File: src/rtl/mac_pkg.sv
// mac_pkg: sequencer state encoding plus size helpers (MAC count, operand count, feed steps, counter width)
package mac_pkg;
  typedef enum logic [5:0] {
    IDLE  = 6'b000001,
    LOAD  = 6'b000010,
    FEED  = 6'b000100,
    WAIT  = 6'b001000,
    DRAIN = 6'b010000,
    CLEAR = 6'b100000
  } state_e;
  function automatic int num_macs(int h, int w);
    return h * w;
  endfunction
  function automatic int num_operands(int h, int w, int k);
    return h * k + k * w;
  endfunction
  function automatic int num_steps(int h, int w, int k);
    return k + (h > w ? h : w) - 1;
  endfunction
  function automatic int cnt_width(int max_v);
    return max_v < 1 ? 1 : $clog2(max_v + 1);
  endfunction
endpackage

File: src/rtl/mac_array_sequencer_if.sv
// mac_array_sequencer_if: operand in (valid/ready), result out (valid/yumi), row/col lanes and MAC results; slave=sequencer, master=environment
interface mac_array_sequencer_if #(
  parameter int width_p = 32,
  parameter int array_width_p = 2,
  parameter int array_height_p = 2
);
  logic ready_o;
  logic valid_i;
  logic [width_p-1:0] data_i;
  logic valid_o;
  logic yumi_i;
  logic [width_p-1:0] data_o;
  logic [width_p*array_height_p-1:0] row_o;
  logic [array_height_p-1:0] row_valid_o;
  logic [array_height_p-1:0] row_ready_i;
  logic [width_p*array_width_p-1:0] col_o;
  logic [array_width_p-1:0] col_valid_o;
  logic [array_width_p-1:0] col_ready_i;
  logic [width_p*array_height_p*array_width_p-1:0] z_i;
  logic [array_height_p*array_width_p-1:0] z_valid_i;
  logic [array_height_p*array_width_p-1:0] z_yumi_o;
  modport slave (
    output ready_o, valid_o, data_o, row_o, row_valid_o, col_o, col_valid_o, z_yumi_o,
    input valid_i, data_i, yumi_i, row_ready_i, col_ready_i, z_i, z_valid_i
  );
  modport master (
    input ready_o, valid_o, data_o, row_o, row_valid_o, col_o, col_valid_o, z_yumi_o,
    output valid_i, data_i, yumi_i, row_ready_i, col_ready_i, z_i, z_valid_i
  );
endinterface

File: src/rtl/operand_buffer.sv
// operand_buffer: words_p-word register file; ports clk_i/reset_i, write port we_i/idx_i/data_i, all words read flat on words_o
module operand_buffer #(
  parameter int width_p = 32,
  parameter int words_p = 8,
  parameter int idx_w_p = 3
) (
  input  logic clk_i,
  input  logic reset_i,
  input  logic we_i,
  input  logic [idx_w_p-1:0] idx_i,
  input  logic [width_p-1:0] data_i,
  output logic [width_p*words_p-1:0] words_o
);
  logic [width_p*words_p-1:0] mem_q, mem_d;
  always_comb begin
    mem_d = mem_q;
    if (we_i) mem_d[int'(idx_i)*width_p +: width_p] = data_i;
  end
  always_ff @(posedge clk_i) mem_q <= reset_i ? '0 : mem_d;
  assign words_o = mem_q;
endmodule

File: src/rtl/mac_array_sequencer.sv
// mac_array_sequencer: loads A/B over bus valid/ready, feeds skewed row/col lanes, drains C over valid/yumi; ports clk_i, reset_i, en_i, busy_o, array_reset_o, bus
module mac_array_sequencer
  import mac_pkg::*;
#(
  parameter int width_p = 32,
  parameter int array_width_p = 2,
  parameter int array_height_p = 2,
  parameter int depth_p = 2
) (
  input  logic clk_i,
  input  logic reset_i,
  input  logic en_i,
  output logic busy_o,
  output logic array_reset_o,
  mac_array_sequencer_if.slave bus
);
  localparam int rows = array_height_p;
  localparam int cols = array_width_p;
  localparam int depth = depth_p;
  localparam int n_words = num_operands(rows, cols, depth);
  localparam int n_macs = num_macs(rows, cols);
  localparam int n_steps = num_steps(rows, cols, depth);
  localparam int lw = cnt_width(n_words - 1);
  localparam int tw = cnt_width(n_steps - 1);
  localparam int iw = cnt_width(n_macs - 1);
  localparam logic [lw-1:0] ld_last = lw'(n_words - 1);
  localparam logic [tw-1:0] t_last = tw'(n_steps - 1);
  localparam logic [iw-1:0] i_last = iw'(n_macs - 1);
  state_e state_q, state_d;
  logic [lw-1:0] ld_q, ld_d;
  logic [tw-1:0] t_q, t_d;
  logic [iw-1:0] i_q, i_d;
  logic [width_p*n_words-1:0] words;
  logic [rows-1:0] row_act;
  logic [cols-1:0] col_act;
  logic we, step, feed, in_drain;
  assign feed = state_q == FEED;
  assign in_drain = state_q == DRAIN;
  assign bus.ready_o = state_q == IDLE || state_q == LOAD;
  assign we = bus.valid_i && bus.ready_o && en_i;
  assign busy_o = state_q != IDLE;
  assign array_reset_o = state_q == CLEAR && en_i;
  assign bus.valid_o = in_drain;
  assign bus.data_o = in_drain ? bus.z_i[int'(i_q)*width_p +: width_p] : '0;
  assign bus.z_yumi_o = (in_drain && en_i && bus.yumi_i) ? (n_macs'(1) << i_q) : '0;
  assign bus.row_valid_o = row_act;
  assign bus.col_valid_o = col_act;
  assign step = (&(bus.row_ready_i | ~row_act)) && (&(bus.col_ready_i | ~col_act));
  operand_buffer #(.width_p(width_p), .words_p(n_words), .idx_w_p(lw)) u_buf (
    .clk_i(clk_i),
    .reset_i(reset_i),
    .we_i(we),
    .idx_i(ld_q),
    .data_i(bus.data_i),
    .words_o(words)
  );
  always_comb begin
    row_act = '0;
    col_act = '0;
    bus.row_o = '0;
    bus.col_o = '0;
    for (int r = 0; r < rows; r++)
      if (feed && r <= int'(t_q) && int'(t_q) < r + depth) begin
        row_act[r] = 1'b1;
        bus.row_o[r*width_p +: width_p] = words[(r*depth + int'(t_q) - r)*width_p +: width_p];
      end
    for (int c = 0; c < cols; c++)
      if (feed && c <= int'(t_q) && int'(t_q) < c + depth) begin
        col_act[c] = 1'b1;
        bus.col_o[c*width_p +: width_p] = words[(rows*depth + c*depth + int'(t_q) - c)*width_p +: width_p];
      end
  end
  always_comb begin
    state_d = state_q;
    ld_d = ld_q;
    t_d = t_q;
    i_d = i_q;
    if (we) begin
      ld_d = ld_q == ld_last ? '0 : ld_q + 1'b1;
      state_d = ld_q == ld_last ? FEED : LOAD;
    end
    if (en_i && feed && step) begin
      t_d = t_q == t_last ? '0 : t_q + 1'b1;
      state_d = t_q == t_last ? WAIT : FEED;
    end
    if (en_i && state_q == WAIT && &bus.z_valid_i) state_d = DRAIN;
    if (en_i && in_drain && bus.yumi_i) begin
      i_d = i_q == i_last ? '0 : i_q + 1'b1;
      state_d = i_q == i_last ? CLEAR : DRAIN;
    end
    if (en_i && state_q == CLEAR) state_d = IDLE;
  end
  always_ff @(posedge clk_i) begin
    state_q <= reset_i ? IDLE : state_d;
    ld_q <= reset_i ? '0 : ld_d;
    t_q <= reset_i ? '0 : t_d;
    i_q <= reset_i ? '0 : i_d;
  end
endmodule

File: src/flat_wrapper.sv
// flat-port wrapper written by rule: the top's interface ports become plain ports
module mac_array_sequencer_flat import mac_pkg::*;
#(
  parameter int width_p = 32,
  parameter int array_width_p = 2,
  parameter int array_height_p = 2,
  parameter int depth_p = 2
)
  (clk_i, reset_i, en_i, busy_o, array_reset_o, bus_ready_o, bus_valid_o, bus_data_o, bus_row_o, bus_row_valid_o, bus_col_o, bus_col_valid_o, bus_z_yumi_o, bus_valid_i, bus_data_i, bus_yumi_i, bus_row_ready_i, bus_col_ready_i, bus_z_i, bus_z_valid_i);
  mac_array_sequencer_if #(.width_p(width_p), .array_width_p(array_width_p), .array_height_p(array_height_p)) bus_i ();
  input  logic clk_i;
  input  logic reset_i;
  input  logic en_i;
  output logic busy_o;
  output logic array_reset_o;
  output wire logic [$bits(bus_i.ready_o)-1:0] bus_ready_o;
  output wire logic [$bits(bus_i.valid_o)-1:0] bus_valid_o;
  output wire logic [$bits(bus_i.data_o)-1:0] bus_data_o;
  output wire logic [$bits(bus_i.row_o)-1:0] bus_row_o;
  output wire logic [$bits(bus_i.row_valid_o)-1:0] bus_row_valid_o;
  output wire logic [$bits(bus_i.col_o)-1:0] bus_col_o;
  output wire logic [$bits(bus_i.col_valid_o)-1:0] bus_col_valid_o;
  output wire logic [$bits(bus_i.z_yumi_o)-1:0] bus_z_yumi_o;
  input wire logic [$bits(bus_i.valid_i)-1:0] bus_valid_i;
  input wire logic [$bits(bus_i.data_i)-1:0] bus_data_i;
  input wire logic [$bits(bus_i.yumi_i)-1:0] bus_yumi_i;
  input wire logic [$bits(bus_i.row_ready_i)-1:0] bus_row_ready_i;
  input wire logic [$bits(bus_i.col_ready_i)-1:0] bus_col_ready_i;
  input wire logic [$bits(bus_i.z_i)-1:0] bus_z_i;
  input wire logic [$bits(bus_i.z_valid_i)-1:0] bus_z_valid_i;
  assign bus_ready_o = bus_i.ready_o;
  assign bus_valid_o = bus_i.valid_o;
  assign bus_data_o = bus_i.data_o;
  assign bus_row_o = bus_i.row_o;
  assign bus_row_valid_o = bus_i.row_valid_o;
  assign bus_col_o = bus_i.col_o;
  assign bus_col_valid_o = bus_i.col_valid_o;
  assign bus_z_yumi_o = bus_i.z_yumi_o;
  assign bus_i.valid_i = bus_valid_i;
  assign bus_i.data_i = bus_data_i;
  assign bus_i.yumi_i = bus_yumi_i;
  assign bus_i.row_ready_i = bus_row_ready_i;
  assign bus_i.col_ready_i = bus_col_ready_i;
  assign bus_i.z_i = bus_z_i;
  assign bus_i.z_valid_i = bus_z_valid_i;
  mac_array_sequencer #(.width_p(width_p), .array_width_p(array_width_p), .array_height_p(array_height_p), .depth_p(depth_p)) u_core (.clk_i(clk_i), .reset_i(reset_i), .en_i(en_i), .busy_o(busy_o), .array_reset_o(array_reset_o), .bus(bus_i));
endmodule
File: config.mk
export PLATFORM = sky130hd
export DESIGN_NAME = mac_array_sequencer_flat
export DESIGN_NICKNAME = d
export VERILOG_FILES = /design/src/rtl/mac_pkg.sv /design/src/rtl/mac_array_sequencer_if.sv /design/src/rtl/operand_buffer.sv /design/src/rtl/mac_array_sequencer.sv /design/src/flat_wrapper.sv
export SDC_FILE = /design/constraint.sdc
export NUM_CORES = 1
export LEC_CHECK = 0
export CORE_UTILIZATION = 51
export DETAILED_ROUTE_END_ITERATION = 10
export PLACE_DENSITY = 0.9
export SYNTH_ARGS = -nofsm -noshare
export SYNTH_HDL_FRONTEND = slang
export SYNTH_SLANG_ARGS = --single-unit
File: constraint.sdc
create_clock -name clk_i -period 4.86 [get_ports clk_i]
set_input_delay 0.729 -clock clk_i [delete_from_list [all_inputs] [get_ports clk_i]]
set_output_delay 0.729 -clock clk_i [all_outputs]
set_load 0.005 [all_outputs]
Yosys cells after proc, flatten, opt, wreduce, memory -nomap -nowiden
Cells that the tools add are included.
{"block": "op_classes", "eq_ne": 10, "shift": 8, "order_cmp": 3, "bitwise_logic": 3, "muxes": 19, "reduce_logical": 19, "addsub": 9}
{"cell": "$shiftx A256 B32 Y32", "count": 3}
{"cell": "$bwmux W256", "count": 1}
{"cell": "$shift A32 B33 Y256 const A", "count": 1}
{"cell": "$shiftx A256 B8 Y32", "count": 1}
{"cell": "$shiftx A32 B33 Y256", "count": 1}
{"cell": "$mux W32", "count": 5}
{"cell": "$shiftx A128 B8 Y32", "count": 1}
{"cell": "$sub A27 B2 Y27 const B", "count": 2}
{"cell": "$neg A8 Y33", "count": 1}
{"cell": "$mux W6", "count": 5}
{"cell": "$logic_and A1 B1 Y1", "count": 13}
{"cell": "$add A3 B2 Y4 const A", "count": 2}
{"cell": "$mux W4", "count": 2}
{"cell": "$eq A6 B1 Y1 const B", "count": 1}
{"cell": "$eq A6 B2 Y1 const B", "count": 1}
{"cell": "$eq A6 B3 Y1 const B", "count": 1}
{"cell": "$eq A6 B4 Y1 const B", "count": 1}
{"cell": "$eq A6 B5 Y1 const B", "count": 1}
{"cell": "$eq A6 B6 Y1 const B", "count": 1}
{"cell": "$mux W3", "count": 2}
{"cell": "$ne A6 B1 Y1 const B", "count": 1}
{"cell": "$add A2 B1 Y2 const B", "count": 2}
{"cell": "$eq A2 B2 Y1 const B", "count": 2}
{"cell": "$lt A2 B2 Y1 const B", "count": 2}
{"cell": "14 further kinds", "count": 18}
{"block": "totals", "ff_bits": 269, "out_inout_bits": 172, "input_bits": 173, "word_cells": 76}

Depth between registers and ports, before layout
Gate-level depths: netlist of run 1.
{"block": "logic_depth", "ltp_word": 12, "ltp_mapped": 12, "depth_no_buf": 7}

By module
From an unflattened synthesis of run 1, not the netlist that was laid out.
{"block": "hier_totals", "cells_unflattened": 1693, "hier_area_um2": 15746.4}
{"mod": "operand_buffer", "instances": 1, "cells_per_inst": 1231, "seq_area_each_um2": 5124.9, "area_per_inst_um2": 10981.8}
{"mod": "mac_array_sequencer", "instances": 1, "cells_per_inst": 462, "seq_area_each_um2": 260.2, "area_per_inst_um2": 4764.6}

Worst setup path before layout of run 1
OpenSTA, ideal clock, no wires.
{"block": "synth_timing", "kind": "flip-flop to output port", "start": "register u_core.t_q[0]", "end": "output bus_row_o[58]", "path_stages_with_launch": 12, "slack_ns": 1.132, "n_path_buf": 6, "t_arrival_ns": 2.999, "t_required_ns": 4.131, "path_cell_list": "dfxtp_1 > clkbuf_1 > buf_2 > buf_2 > buf_2 > inv_1 > ha_1 > buf_2 > buf_2 > mux4_2 > mux2i_1 > nor2_1"}
{"block": "synth_between", "elab_chain_len": 4, "word_cells_on_any_way": 8, "classes_between": "add/sub (2); order compare (2); shift (1); mux (1); reduce/logical (2)"}
{"element": "start: declaration", "line": "mac_array_sequencer.sv:31", "rtl": "logic [tw-1:0] t_q, t_d;"}
{"element": "start signal: assignment", "line": "mac_array_sequencer.sv:96", "rtl": "t_q <= reset_i ? '0 : t_d;"}
{"element": "$add A2 B2 Y3 or $le A1 B2 Y1 (tied branches)", "line": "mac_array_sequencer.sv:65, mac_array_sequencer.sv:63"}
{"element": "$sub A27 B2 Y27 or $logic_and A1 B1 Y1 (tied branches)", "line": "mac_array_sequencer.sv:65, mac_array_sequencer.sv:63"}
{"element": "$shiftx A256 B32 Y32 or $logic_and A1 B1 Y1 (tied branches)", "line": "mac_array_sequencer.sv:65, mac_array_sequencer.sv:63"}
{"element": "$mux W32 (*)", "line": "mac_array_sequencer.sv:63", "rtl": "if (feed && r <= int'(t_q) && int'(t_q) < r + depth) begin"}
{"element": "end: declaration", "line": "flat_wrapper.sv:19", "rtl": "output wire logic [$bits(bus_i.row_o)-1:0] bus_row_o;"}
Mark *: on every way between the ends. The rest lies on a longest branch, timed or not.

Worst setup path in the final report of run 1
{"block": "layout_timing", "start": "register u_core.t_q[0]", "end": "output bus_row_o[39]"}
Same word-level chain as after synthesis.

==> results by group, run 1 <==
Outcome
  – Outcome: complete, no violations

Clocking
  – CTS Buffer Depth: 3
  – Clock-pin transition on the worst setup and hold timing paths: ~0.070 ns
  – CTS Sinks: between 200 and 300
  – Number of CTS-inserted buffers: 28
  – CTS Root Cell: clkbuf_16
  – Setup Buffers After CTS: 0
  – Worst skew pair latency: around 0.56 ns
  – Htree depth: 1
  – Hold Buf Count CTS: 0
  – CTS tree: yes
  – Post-CTS Resized: 0

Layout
  – Filler Cells Inserted: roughly 2.2k
  – Share of cells above drive strength 1: between 10% and 20%
  – Fin nets: between 2k and 2.5k
  – Area Growth Syn to Fin: 29.7%
  – Post-Layout Cell Count: 2264

Die
  – Die area: ~30000 um2
  – Core ar.: 29600 um2
  – Die width: about 180 um
  – Die Y: between 150 and 200 um
  – Cell row count: 63
  – Initial core utilization: slightly above 50%
  – IO Pins: 345

Critical path
  – Max Fanout on Critical Path: between 40 and 50
  – Crit end category: output pin
  – Worst setup path category: flop to output pin
  – Crit path DAT: approximately 3.8 ns
  – Startpoint type of the worst setup path: flop
  – Required @ worst endpoint: approximately 4.1 ns
  – Flop2flop setup slack: approximately 1.1 ns

Power and ir drop
  – VDD IR-drop max: around 0.28 mV
  – Pwr dens: 248 nW/um2
  – Static leakage: between 0.007 and 0.008 uW
  – Pwr Total: ~4900 uW

GRT
  – Vias in the first global route: 14.3k
  – Pin count of the biggest net entering global routing: 160
  – Total global-route track usage: 35.0%
  – First-pass GRT wire length: ~82000 um
  – Initial antenna violation count: 7
  – GRT overflow: 0

Synth
  – Mapped Nets: 1779
  – Synth Instances: between 1.5k and 2k
  – Mux cell area share after synthesis: between 30 and 40%
  – Mapped Area: approximately 15000 um2
  – Count leader, synth: mux2i_1
  – Area share of the largest cell type after synthesis: between 30% and 40%
  – Ys async rst share: 0%
  – Count of unique library cells instantiated by Yosys: ~50
  – #FFs+latches synth: 269
  – Compound-Gate Fraction of Synth Area: under 10%
  – Largest family of logic cells by synthesized area: multiplexers
  – Ys Warns: 0
  – Synth Area in Adders: under 10%
  – Synth Flop Type: dfxtp_1
  – Sequential fraction of the synthesis area: a little over a third
  – Synth area leader: dfxtp_1
  – Main area contributors after synthesis: dfxtp_1 35%, mux2i_1 19%, mux4_2 14%
  – EDFF count, synth: 0
  – Synth top cells by count: 286 x mux2i_1, 269 x dfxtp_1, 192 x nand2b_1
  – Synth Area in XOR/XNOR: 0.106%
  – Synth Area in Simple Gates: between 20% and 30%
  – Average cell area after synthesis: 9.65 um2

STA
  – Final Cycle Share: between 90 and 100%
  – Setup clock skew after layout: about 0.028 ns
  – Slew margin rel.: between 20% and 30%
  – Max-slew violation count: 0
  – TNS Setup: 0 ns
  – Fmax: ~220 MHz
  – Worst Max-Slew Pin Slew: around 1.1 ns
  – Final Hold Vio Count: 0
  – Setup violators final: 0
  – RSZ-0062 raised after global routing: no
  – Tmin final: 4.48 ns

Drt
  – First-pass DRT Iterations: 6
  – DR WL/cell: 24.2 um
  – Vias per cell: about 6
  – Total Wirelength: around 55000 um
  – DRT iter0 DRCs: 1739
  – Post-route ant nets: 0
  – Via count: 14.0k
  – DRC viols: 0

Placed design
  – Port-buffer cells: approximately 340
  – Routability cong.: ~1
  – Dpl cells: 2208
  – Dpl hpwl: roughly 37000 um

Run
  – Max-cap viol count: 0

Worst hold path
  – Worst Hold Class: flop to flop
[critical path: stages, from the launching register on]
cell and delay (ns):
dfxtp_4 0.64, buf_4 0.57, buf_4 0.68, mux4_2 0.43
a32oi_1 0.26, nor2_1 0.10, clkdlybuf4s50_1 0.46
[sequential cells by signal, summed over array words and instances, names as in the netlist]
register	count
u_core.u_buf.words_o	256
u_core.state_q	6
u_core.ld_q	3
u_core.i_q	2
u_core.t_q	2
[layer usage]
layer	GRT usage (%)	wire [um]
met1	44.0	20900
met2	55.4	25000
met3	9.70	6410
met4	16.7	2370
met5	0	20
[power breakdown]
part / internal [uW] / total, uW / switching (uW)
sequential: 2220 / 2240 / 19.9
combinational: 225 / 489 / 264
clock: 1280 / 2200 / 919
[final timing paths]
path | to | startpoint | depth (start not counted)
max | bus_row_o[39] | u_core.t_q[0]$_SDFFE_PP0P_ | 6
max reg2reg | u_core.u_buf.words_o[95]$_SDFFE_PP0P_ | u_core.ld_q[0]$_SDFFE_PP0P_ | 8
min | u_core.u_buf.words_o[102]$_SDFFE_PP0P_ | u_core.u_buf.words_o[102]$_SDFFE_PP0P_ | 2
min reg2reg | u_core.u_buf.words_o[102]$_SDFFE_PP0P_ | u_core.u_buf.words_o[102]$_SDFFE_PP0P_ | 2
[final cells by class]
class                      count  area [um2]  share of cell area (%)
antenna                        4        10.0                  0.0504
sequential                   269        5390                    27.1
clock buffer                  41         821                    4.13
clock inverter                11         124                   0.623
timing repair buffer         373        3700                    18.6
inverter                      12        45.0                   0.227
multi-input combinational   1164        9300                    46.8
tap                          390         488                    2.46
[through the flow]
stage,setup WS [ns],util [%],area (um2),hold WS (ns)
2_1_floorplan,1.13,-,15300,0.448
6_report,0.383,67.1,19900,0.478
3_5_place_dp,0.998,63.8,18900,0.465
3_3_place_gp,1.07,63.8,18900,0.459
5_1_grt,0.204,67.0,19900,0.495
4_1_cts,0.403,67.0,19900,0.477
[placed cells by master (no fill, tap or decap), drive strengths merged, types with 6 or more instances in the layout]
cell,count
clkbuf,41
nand2b,192
inv,12
clkinv,6
dfxtp,269
o21ai,65
nand2,109
and2,6
ha,17
clkdlybuf4s50,343
buf,30
nand3,65
mux2i,286
mux4,96
nor2,172
nor2b,34
nor3,6
a21oi,71
[cells by family (layout without fill, tap and decap cells)]
logic type,Yosys count,after routing
DFF,269,269
xor gates and xnor gates,1,1
other,0,4
and+or+nand+nor,615,615
AOI/OAI and AO/OA,149,149
buffers and inverters,156,437
muxes,382,382
adders and majority gates,17,17
(Power assumes the default switching activity.)
==> run 2, diff against run 1 <==
--- a/config.mk
+++ b/config.mk
@@ -5,9 +5,10 @@
 export SDC_FILE = /design/constraint.sdc
 export NUM_CORES = 1
 export LEC_CHECK = 0
+export ABC_AREA = 1
 export CORE_UTILIZATION = 51
 export DETAILED_ROUTE_END_ITERATION = 10
-export PLACE_DENSITY = 0.9
+export PLACE_DENSITY = 0.81
 export SYNTH_ARGS = -nofsm -noshare
 export SYNTH_HDL_FRONTEND = slang
 export SYNTH_SLANG_ARGS = --single-unit
==> constraint.sdc (replaced) <==
create_clock -name clk_i -period 4.86 [get_ports clk_i]
set_input_delay 0.972 -clock clk_i [delete_from_list [all_inputs] [get_ports clk_i]]
set_output_delay 0.972 -clock clk_i [all_outputs]
set_load 0.005 [all_outputs]
==> run 2 against run 1 <==
Against the previous run: sequential power about the same; core utilization decreased by 0.41 points; die area decreased by 3.0%; critical path type unchanged; critical endpoint is now bus_row_o[6]; highest routed layer is now met4.
==> results by group, run 2 <==
Power and ir drop
  – Pwr Total: roughly 4800 uW
  – Static leakage: approximately 0.0068 uW
  – Pwr dens: between 200 and 300 nW/um2
  – VDD IR-drop max: ~0.28 mV

Clocking
  – Htree depth: 1
  – CTS tree: yes
  – Clock-pin transition on the worst setup and hold timing paths: ~0.07 ns
  – CTS Sinks: around 270
  – Worst skew pair latency: between 0.5 and 0.6 ns
  – Number of CTS-inserted buffers: 27
  – CTS Buffer Depth: 3
  – CTS Root Cell: clkbuf_16
  – Setup Buffers After CTS: 0

Critical path
  – Critical-path cell list: nor2_2 -> nand2_1 -> nor2_2 -> inv_1 -> nor2_1 -> inv_2 -> buf_4 -> a211oi_1 -> clkdlybuf4s50_1
  – Most used cell, CP: nor2_2
  – Max Fanout on Critical Path: 38
  – Slowest CP cell: a211oi_1
  – Required @ worst endpoint: a little under 4 ns
  – Critical Path Max Stage Delay: between 0.7 and 0.8 ns
  – Startpoint type of the worst setup path: flop
  – Crit path DAT: 3.83 ns
  – Worst path top cell family by delay: buffers and inverters
  – Buf/Inv on CP: 4
  – Reg-to-Reg Start: u_core.ld_q[0]$_SDFFE_PP0P_
  – Worst setup path startpoint: u_core.state_q[5]$_SDFFE_PP0P_
  – Worst setup path category: flop to output pin
  – Crit end category: output pin

STA
  – Final Hold Vio Count: 0
  – RSZ-0062 raised after global routing: no
  – TNS Setup: 0 ns
  – Fmax: around 210 MHz
  – Max-slew violation count: 0
  – Slew margin rel.: 25.1%
  – Final Cycle Share: 98.8%
  – Tmin final: between 4 and 5 ns
  – Worst Hold Margin: 0.443 ns
  – Setup clock skew after layout: 0.00953 ns
  – Setup violators final: 0
  – Worst Max-Slew Pin Slew: between 1 and 1.5 ns

Synth
  – Mapped Nets: between 2k and 2.5k
  – Synth top cells by count: 411 x nor2_1, 379 x o21ai_0, 333 x a21oi_1
  – Synth Flop Type: dfxtp_1
  – #FFs+latches synth: 269
  – Count leader, synth: nor2_1
  – Sequential fraction of the synthesis area: a little over a third
  – Ys Warns: 0
  – Mapped Area: between 10000 and 15000 um2
  – Average cell area after synthesis: approximately 6.6 um2
  – Synth Instances: ~2.3k
  – Main area contributors after synthesis: dfxtp_1 36%, o21ai_0 13%, a21oi_1 11%
  – Largest family of logic cells by synthesized area: compound AO/OA/AOI/OAI gates
  – Compound-Gate Fraction of Synth Area: between 30% and 40%
  – EDFF count, synth: 0
  – Count of unique library cells instantiated by Yosys: 36
  – Ys async rst share: 0%
  – Synth area leader: dfxtp_1
  – Synth Area in Adders: under 10%
  – Synth Area in Simple Gates: about 17%
  – Synth Area in XOR/XNOR: 0%
  – Area share of the largest cell type after synthesis: between 30% and 40%
  – Mux cell area share after synthesis: 0%

Drt
  – Total Wirelength: ~57000 um
  – Vias per cell: a little under 6
  – Via count: between 15k and 20k
  – First-pass DRT Iterations: 8
  – DRC viols: 0
  – Post-route ant nets: 0
  – DR WL/cell: around 20 um
  – DRT iter0 DRCs: between 2k and 2.5k

Placed design
  – Port-buffer cells: 344
  – Routability cong.: between 0.9 and 1
  – Dpl cell area: about 18000 um2
  – Dpl cells: around 2.8k
  – Dpl hpwl: 37000 um

Layout
  – Area Growth Syn to Fin: 28.7%
  – Fin nets: between 2k and 3k
  – Max reg flops: 256
  – Filler Cells Inserted: ~2.5k
  – Finished Cell Area: between 15000 and 20000 um2
  – Post-Layout Cell Count: 2880
  – Most frequent cells in the layout: 411 x nor2_1, 379 x o21ai_0, 343 x clkdlybuf4s50_1
  – Commonest non-fill, non-tap cell in the layout: nor2_1
  – Sequential cell area: between 5000 and 6000 um2
  – Multi-input logic area: ~7700 um2
  – Share of cells above drive strength 1: 4.13%

Die
  – Cell row count: 62
  – Initial core utilization: around half
  – IO Pins: ~350
  – Die Y: between 150 and 200 um
  – Core ar.: 28700 um2
  – Die area: 29800 um2
  – Die width: 173 um

GRT
  – Pin count of the biggest net entering global routing: approximately 270
  – GRT overflow: 0
  – First-pass GRT wire length: 86000 um
  – Initial antenna violation count: 3
  – Total global-route track usage: a little over a third
  – Vias in the first global route: about 15k

Worst hold path
  – Worst Hold Class: flop to flop
  – Hold_sp: u_core.u_buf.words_o[120]$_SDFFE_PP0P_

Run
  – Max-cap viol count: 0

Outcome
  – Outcome: complete, no violations
[run 2: metrics by stage]
stage / utilization (%) / setup slack, ns
after floorplan: - / 1.61
after global placement: 63.6 / 0.939
after detailed placement: 63.6 / 0.810
after CTS: 66.6 / 0.204
after global routing: 66.7 / 0.00748
final: 66.7 / 0.0564
[run 2: timing repair]
item / in CTS / in global routing
gates resized for setup: 0 / 1
setup endpoints to repair: 0 / 1
hold buffers: 0 / 0
[run 2: worst min-delay path: cells and delay by family, from the launching register on]
kind | cells | cell delay [ns]
AO/OA/AOI/OAI | 1 | 0.05
buffers and inverters | 1 | 0.04
flip-flops | 1 | 0.31
[run 2: worst paths after layout]
path,endpoint,slack [ns],cells past startpoint
worst max-delay path,bus_row_o[6],0.06,9
worst min-delay path,u_core.u_buf.words_o[120]$_SDFFE_PP0P_,0.44,2
worst max register to register,u_core.u_buf.words_o[245]$_SDFFE_PP0P_,1.86,7
worst min register to register,u_core.u_buf.words_o[120]$_SDFFE_PP0P_,0.44,2
[run 2: final cells by class]
class | count | area share, %
Clock buffer | 40 | 4.15
Tap cell | 384 | 2.51
Timing Repair Buffer | 377 | 19.4
Antenna cell | 2 | 0.0262
Clock inverter | 9 | 0.412
Sequential cell | 269 | 28.2
Inverter | 269 | 5.32
Multi-Input combinational cell | 1530 | 40.0
[run 2: layer usage]
| metal | vias up | track usage [%] | part of all wire, % |
|---|---|---|---|
| li1 | 8003 | - | - |
| met3 | 182 | 5.98 | 12 |
| met2 | 1263 | 56.6 | 44 |
| met1 | 7678 | 47.4 | 38 |
| met4 | 0 | 20.6 | 5.4 |
| met5 | - | 0 | 0 |
[run 2: logic make-up (layout without fill, tap and decap cells)]
family / after synthesis / after routing
AO/OA/AOI/OAI: 898 / 898
AND/OR/NAND/NOR: 615 / 615
buffers and inverters: 466 / 695
flip-flops: 269 / 269
adder cells (fa/ha/maj): 17 / 17
other: 0 / 2
[run 2: report_power, final]
group / internal (uW) / leakage, uW / switching, uW
clock network: 1180 / 0.000428 / 895
registers: 2240 / 0.00217 / 25.2
logic: 206 / 0.00415 / 302
